$ cat config.mk
export PLATFORM = sky130hd
export DESIGN_NAME = mem_port_arbiter
export DESIGN_NICKNAME = d
export VERILOG_FILES = /design/src/rtl/mem_port_arbiter.sv
export SDC_FILE = /design/constraint.sdc
export NUM_CORES = 1
export LEC_CHECK = 0
export BUFFER_PORTS_ARGS = -buffer_cell sky130_fd_sc_hd__clkbuf_2
export CAP_MARGIN = 0
export CORE_MARGIN = 2
export CORE_UTILIZATION = 33
export DETAILED_ROUTE_END_ITERATION = 6
export PLACE_DENSITY_LB_ADDON = 0.15
export SLEW_MARGIN = 25
export SYNTH_ARGS = -nofsm -noshare
export SYNTH_HDL_FRONTEND = slang
export SYNTH_SLANG_ARGS = --single-unit
$ cat constraint.sdc
create_clock -name soc_clk -period 16.1 [get_ports soc_clk]
set_input_delay 1.61 -clock soc_clk [delete_from_list [all_inputs] [get_ports soc_clk]]
set_output_delay 1.61 -clock soc_clk [all_outputs]
set_load 0.02 [all_outputs]
$ cat src/rtl/mem_port_arbiter.sv
// Single-port data SRAM arbiter between IF fetch (read-only) and MEM load/store, fixed SRAM_LAT latency.
// Optional round-robin arbitration with `define MEM_ARB_RR_EN (default: fixed MEM-over-IF priority).
module mem_port_arbiter #(
   parameter int SRAM_LAT = 2
) (
   input  logic        soc_clk,
   input  logic        MEM_reset,
   input  logic        MEM_stall,
   input  logic        if_req,
   input  logic [31:0] if_addr,
   output logic        if_ack,
   output logic [31:0] if_rdata,
   input  logic        mem_req,
   input  logic [31:0] mem_addr,
   input  logic        mem_we,
   input  logic [3:0]  mem_be,
   input  logic [31:0] mem_wdata,
   output logic        mem_ack,
   output logic [31:0] mem_rdata,
   output logic        sram_en,
   output logic        sram_we,
   output logic [3:0]  sram_be,
   output logic [31:0] sram_addr,
   output logic [31:0] sram_wdata,
   input  logic [31:0] sram_rdata,
   output logic        busy
);

   localparam logic [1:0] S_IDLE  = 2'd0;
   localparam logic [1:0] S_ISSUE = 2'd1;
   localparam logic [1:0] S_WAIT  = 2'd2;
   localparam logic [1:0] S_DONE  = 2'd3;

   localparam logic OWN_IF  = 1'b0;
   localparam logic OWN_MEM = 1'b1;

   logic [1:0]  state_q, state_d;
   logic [3:0]  cnt_q, cnt_d;
   logic        owner_q, owner_d;
   logic [29:0] waddr_q, waddr_d;
   logic        we_q, we_d;
   logic [3:0]  be_q, be_d;
   logic [31:0] wdata_q, wdata_d;
   logic [31:0] cap_q, cap_d;
   logic [31:0] if_rdata_q, if_rdata_d;
   logic [31:0] mem_rdata_q, mem_rdata_d;
   logic        grant_mem;
   logic        issue;
   logic        ack_fire;

`ifdef MEM_ARB_RR_EN
   logic        last_owner_q, last_owner_d;

   // On a tie the requester that was not served last wins.
   always_comb begin
      grant_mem = mem_req;
      if (mem_req && if_req) begin
         grant_mem = (last_owner_q == OWN_IF);
      end
   end

   always_comb begin
      last_owner_d = last_owner_q;
      if (state_q == S_IDLE && !MEM_stall && (if_req || mem_req)) begin
         last_owner_d = grant_mem;
      end
   end

   always_ff @(posedge soc_clk or posedge MEM_reset) begin
      if (MEM_reset) begin
         last_owner_q <= OWN_IF;
      end else begin
         last_owner_q <= last_owner_d;
      end
   end
`else
   assign grant_mem = mem_req;
`endif

   always_comb begin
      state_d     = state_q;
      cnt_d       = cnt_q;
      owner_d     = owner_q;
      waddr_d     = waddr_q;
      we_d        = we_q;
      be_d        = be_q;
      wdata_d     = wdata_q;
      cap_d       = cap_q;
      if_rdata_d  = if_rdata_q;
      mem_rdata_d = mem_rdata_q;
      case (state_q)
         S_IDLE: begin
            if (!MEM_stall && (if_req || mem_req)) begin
               owner_d = grant_mem;
               state_d = S_ISSUE;
               if (grant_mem) begin
                  waddr_d = mem_addr[31:2];
                  we_d    = mem_we;
                  be_d    = mem_be;
                  wdata_d = mem_wdata;
               end else begin
                  waddr_d = if_addr[31:2];
                  we_d    = 1'b0;
                  be_d    = 4'b1111;
                  wdata_d = 32'd0;
               end
            end
         end
         S_ISSUE: begin
            cnt_d   = 4'(SRAM_LAT);
            state_d = S_WAIT;
         end
         S_WAIT: begin
            cnt_d = cnt_q - 4'd1;
            if (cnt_q == 4'd1) begin
               cap_d   = we_q ? 32'd0 : sram_rdata;
               state_d = S_DONE;
            end
         end
         default: begin
            if (!MEM_stall) begin
               state_d = S_IDLE;
               if (owner_q == OWN_MEM) begin
                  mem_rdata_d = cap_q;
               end else begin
                  if_rdata_d = cap_q;
               end
            end
         end
      endcase
   end

   always_ff @(posedge soc_clk or posedge MEM_reset) begin
      if (MEM_reset) begin
         state_q     <= S_IDLE;
         cnt_q       <= 4'd0;
         owner_q     <= OWN_IF;
         waddr_q     <= 30'd0;
         we_q        <= 1'b0;
         be_q        <= 4'd0;
         wdata_q     <= 32'd0;
         cap_q       <= 32'd0;
         if_rdata_q  <= 32'd0;
         mem_rdata_q <= 32'd0;
      end else begin
         state_q     <= state_d;
         cnt_q       <= cnt_d;
         owner_q     <= owner_d;
         waddr_q     <= waddr_d;
         we_q        <= we_d;
         be_q        <= be_d;
         wdata_q     <= wdata_d;
         cap_q       <= cap_d;
         if_rdata_q  <= if_rdata_d;
         mem_rdata_q <= mem_rdata_d;
      end
   end

   // SRAM fields are only driven during the single ISSUE cycle.
   assign issue      = (state_q == S_ISSUE);
   assign sram_en    = issue;
   assign sram_we    = issue & we_q;
   assign sram_be    = issue ? be_q : 4'd0;
   assign sram_addr  = issue ? {waddr_q, 2'b00} : 32'd0;
   assign sram_wdata = issue ? wdata_q : 32'd0;

   // rdata shows the captured word during the ack cycle and is held afterwards.
   assign ack_fire  = (state_q == S_DONE) && !MEM_stall;
   assign if_ack    = ack_fire && (owner_q == OWN_IF);
   assign mem_ack   = ack_fire && (owner_q == OWN_MEM);
   assign if_rdata  = if_ack  ? cap_q : if_rdata_q;
   assign mem_rdata = mem_ack ? cap_q : mem_rdata_q;
   assign busy      = (state_q != S_IDLE);

endmodule

## Word-level counts from Yosys, hierarchy flattened

Cells that the tools add are included.

| operators by class | value |
|---|---|
| add/sub/neg operators | 1 |
| multipliers | 0 |
| div/mod/pow operators | 0 |
| $lt $le $gt $ge | 0 |
| equality and inequality tests | 7 |
| shift-type cells | 0 |
| muxes and demuxes | 15 |
| bitwise operators | 4 |
| reductions and logical operators | 15 |

Operator list:

| kind | number |
|---|---|
| $mux W32 | 6 |
| $mux W30 | 1 |
| $reduce_and A3 Y1 | 3 |
| $mux W4 | 2 |
| $pmux W4 S2 | 1 |
| $mux W2 | 3 |
| $pmux W2 S3 | 1 |
| $eq A2 B2 Y1 const B | 2 |
| $eq A4 B1 Y1 const B | 1 |
| $logic_and A1 B1 Y1 | 4 |
| $ne A2 B2 Y1 const B | 2 |
| $ne A4 B1 Y1 const B | 1 |
| $reduce_and A2 Y1 | 2 |
| $reduce_bool A2 Y1 | 2 |
| $sub A4 B1 Y4 const B | 1 |
| $not A1 Y1 | 3 |
| $reduce_or A3 Y1 | 1 |
| $eq A2 B1 Y1 const B | 1 |
| $logic_not A2 Y1 | 1 |
| $and A1 B1 Y1 | 1 |
| $logic_not A1 Y1 | 1 |
| $logic_or A1 B1 Y1 | 1 |
| $mux W1 | 1 |

| word-level totals | value |
|---|---|
| bits in registers | 170 |
| latch bits | 0 |
| bits in writable memories | 0 |
| ROM bits | 0 |
| logic and storage cells | 52 |
| memories kept | 0 |

## Longest topological paths before layout

| depth | value |
|---|---|
| depth in word-level cells | 4 |
| mapped depth | 8 |
| mapped depth without buffers | 5 |

## Worst setup path after synthesis

No wires, ideal clock.

| path | value |
|---|---|
| path type | input-to-output |
| from | in MEM_stall |
| to | out if_rdata[11] |
| arrival time | 2.657 ns |
| path slack | 11.833 ns |
| cell stages on the path | 3 |
| buffers on the path | 1 |
| cells stage by stage | nor3b_2 > buf_2 > mux2_2 |

| on the way | value |
|---|---|
| longest elaborated chain between the ends | 4 |

RTL lines:

| item | line | text |
|---|---|---|
| start, declared | 8 | `input logic MEM_stall,` |
| $logic_not A1 Y1 | 168 | `assign ack_fire = (state_q == S_DONE) && !MEM_stall;` |
| $logic_and A1 B1 Y1 | 168 |  |
| $logic_and A1 B1 Y1 | 169 | `assign if_ack = ack_fire && (owner_q == OWN_IF);` |
| named net if_ack | 11 | `output logic if_ack,` |
| $mux W32 | 171 | `assign if_rdata = if_ack ? cap_q : if_rdata_q;` |
| end, declared | 12 | `output logic [31:0] if_rdata,` |

The timed path passes the listed nets, and every way through them passes these cells.

## Final worst setup path

| path | value |
|---|---|
| from | in MEM_stall |
| to | out mem_rdata[7] |

| on the way | value |
|---|---|
| longest elaborated chain between the ends | 4 |

RTL lines:

| item | line | text |
|---|---|---|
| $logic_not A1 Y1 | 168 |  |
| $logic_and A1 B1 Y1 | 168 |  |
| $logic_and A1 B1 Y1 | 170 | `assign mem_ack = ack_fire && (owner_q == OWN_MEM);` |
| $mux W32 | 172 | `assign mem_rdata = mem_ack ? cap_q : mem_rdata_q;` |
| end, declared | 19 | `output logic [31:0] mem_rdata,` |

Every way passes these cells.

==> qor.txt <==
status = complete, no violations
Layout area overhead = 26.84%
fin. max-slew vios = 0
Slew @ Worst Pin = 1.016 ns
DRC = 0
std cell rows = 57
CP peak stage delay = 0.64 ns
GPL Wtd Cong = 0.7377
P per Cell Area = 191.3 mW/mm^2
post_cts resized = 0
minimum clock period = 4.762 ns
clock share of power = 0.209
Final Non-Filler Cells = 1282
initial antenna violation count = 0
first-pass GRT wire length = 32850 um
core area = 0.02418 sq mm
Max FO, Critical Path = 64
CTS root buf = clkbuf_16
leakage power = 5.116 nW
width of the die = 160.3 um
Setup CP Type = in2out
initial core utilization = 0.3332
count leader, synth = dfrtp_1
Total GRT Usage = 0.1605
top cell type's share of synthesized area = 0.5280
Syn Inst Count = 702
endpoint type of the worst setup path = primary output
H-tree levels = 4
Critical Path RT = 14.49 ns
post-CTS setup buffer count = 0
routed len/inst = 15.80 um
Synth area leaders = dfrtp_1 (53%), mux2_2 (18%), o21ai_0 (7.1%)
total die area = 0.02568 sq mm
worst path arrival time = 3.15 ns
diodes inserted = 0
Final period util = 0.2957
post-synthesis sequential area ratio = 0.5280
most frequent CP cell = clkbuf_2
Rel. slew slack = 0.3206
# fillers = 2379
final hold violation count = 0
Setup Viol. Count Final = 0
Sequential Power Share = 0.375
switch share = 0.3862
Clock Sinks = 170
Final HPWL DP = 13170 um
Hold Crit Class = reg2reg
Synth Cell Area = 0.008056 sq mm
placed insts = 1250
Crit path max-delay family = buffers and inverters
Post-synth top flop = dfrtp_1
clock slew at the register clock pins of the worst setup and hold paths = 0.07 ns
Post-synth EDFFs = 0
post-synthesis cell type count = 33
Worst setup SP type = input port
TritonCTS clock tree = done
WP buf/inv = 3
number of global-route vias before repair = 6143
FF+latch count, synth = 170
CTS Buffer Depth = 2
crit path cell chain = clkbuf_2, nand3b_1, buf_4, mux2_2, clkbuf_2
num ports = 275
Pre-Repair DR Iteration Count = 6
Worst-Skew Late Latency = 0.43 ns
Buffers on Ports = 268
WL final = 20260 um
CTS Hold Bufs = 0
Comb pwr share = 0.416
Via density = 4.621
NetSw = 0.7547 mW
RSZ-0062 raised after global routing = no
Commonest cells post-synth = dfrtp_1 (170), mux2_2 (126), o21ai_0 (115)
reg2reg setup slack = 13.52 ns
die height = 160.3 um
total number of yosys warnings = 0
maximum clock rate = 210.0 MHz
fin nets = 1091
share of cells above drive strength 1 = 0.4770
max-cap violations = 0
GRT overflow = 0
number of routed nets with antenna violations = 0
Fin Setup TNS = 0 ns
leading area contributor after synthesis = dfrtp_1
via count = 5924
asr flop ratio synth = 1.000
final setup skew = 0.01750 ns
Avg Cell Area, Syn = 11.48 sq um
Worst VDD drop = 0.00007383 V
CTS Buf Count = 17
highest-delay cell along the critical path = buf_4
largest net degree at the start of global routing = 106
Iteration-0 DRC Markers = 259
Pint = 1.200 mW
layout by cell type, fill, tap and decap left out, drive strengths merged, types with 6 or more instances in the layout:
cell type and n:
mux2i 7, nand2b 32, inv 18, nand2 65, dfrtp 170, ha 8
nor2b 6, clkbuf 286, o21ai 120, and2 67, buf 9, mux2 145
per-layer routing:
metal | track usage | share of wire | up-vias
li1 | - | - | 2860
met4 | 0.04627 | 0.013 | 0
met1 | 0.2186 | 0.47 | 2847
met2 | 0.2387 | 0.44 | 204
met3 | 0.06078 | 0.081 | 13
met5 | 0 | 0 | -
sequential cells by signal, indices dropped and copies added (netlist names):
register     flops
cap_q           32
if_rdata_q      32
mem_rdata_q     32
wdata_q         32
waddr_q         30
be_q             4
cnt_q            4
state_q          2
owner_q          1
we_q             1
through the flow:
step	util	total power, mW	setup slack, ns	hold WS, ns	instance area [sq um]
after floorplan	-	1.305	9.887	0.4564	8060
after global placement	0.3986	1.554	11.34	0.4658	9637
after global routing	0.4227	2.101	11.25	0.5106	10220
after detailed placement	0.3986	1.566	11.33	0.4784	9637
after CTS	0.4226	1.986	11.33	0.4944	10220
final	0.4227	1.954	11.34	0.4921	10220
logic make-up (layout without fill, tap and decap cells):
group	after synthesis	after routing	share of synthesized area
multiplexers	152	152	0.2193
flip-flops	170	170	0.5280
adder cells (fa/ha/maj)	8	8	0.01242
AO/OA/AOI/OAI	127	127	0.08309
other	1	2	0.0004655
AND/OR/NAND/NOR	180	180	0.1202
buffers and inverters	64	319	0.03650
worst paths after layout:
path / to / depth (start not counted) / start
setup / recovery: mem_rdata[7] / 5 / MEM_stall
hold / removal: waddr_q[26] / 1 / waddr_q[26]
setup reg to reg: waddr_q[24] / 7 / state_q[0]
hold reg to reg: waddr_q[26] / 1 / waddr_q[26]
max in group asynchronous: cap_q[29] / 3 / MEM_reset
min in group asynchronous: cap_q[0] / 2 / MEM_reset
power by group through the flow:
stage / clock network, mW / registers, mW / logic (mW)
after floorplan: 0 / 0.707 / 0.598
final: 0.409 / 0.732 / 0.813
after detailed placement: 0 / 0.740 / 0.825
after global placement: 0 / 0.734 / 0.820
after CTS: 0.425 / 0.734 / 0.827
after global routing: 0.443 / 0.765 / 0.892
final cells by class:
| type | count | area (sq um) | area share |
|---|---|---|---|
| Clock inverter | 14 | 150.1 | 0.01469 |
| Multi-Input combinational cell | 469 | 3526 | 0.3450 |
| Clock buffer | 18 | 429.2 | 0.04200 |
| Timing Repair Buffer | 277 | 1409 | 0.1379 |
| Sequential cell | 170 | 4254 | 0.4163 |
| Tap cell | 324 | 405.4 | 0.03967 |
| Inverter | 10 | 45.04 | 0.004408 |
Power figures use the tool's default switching activity.
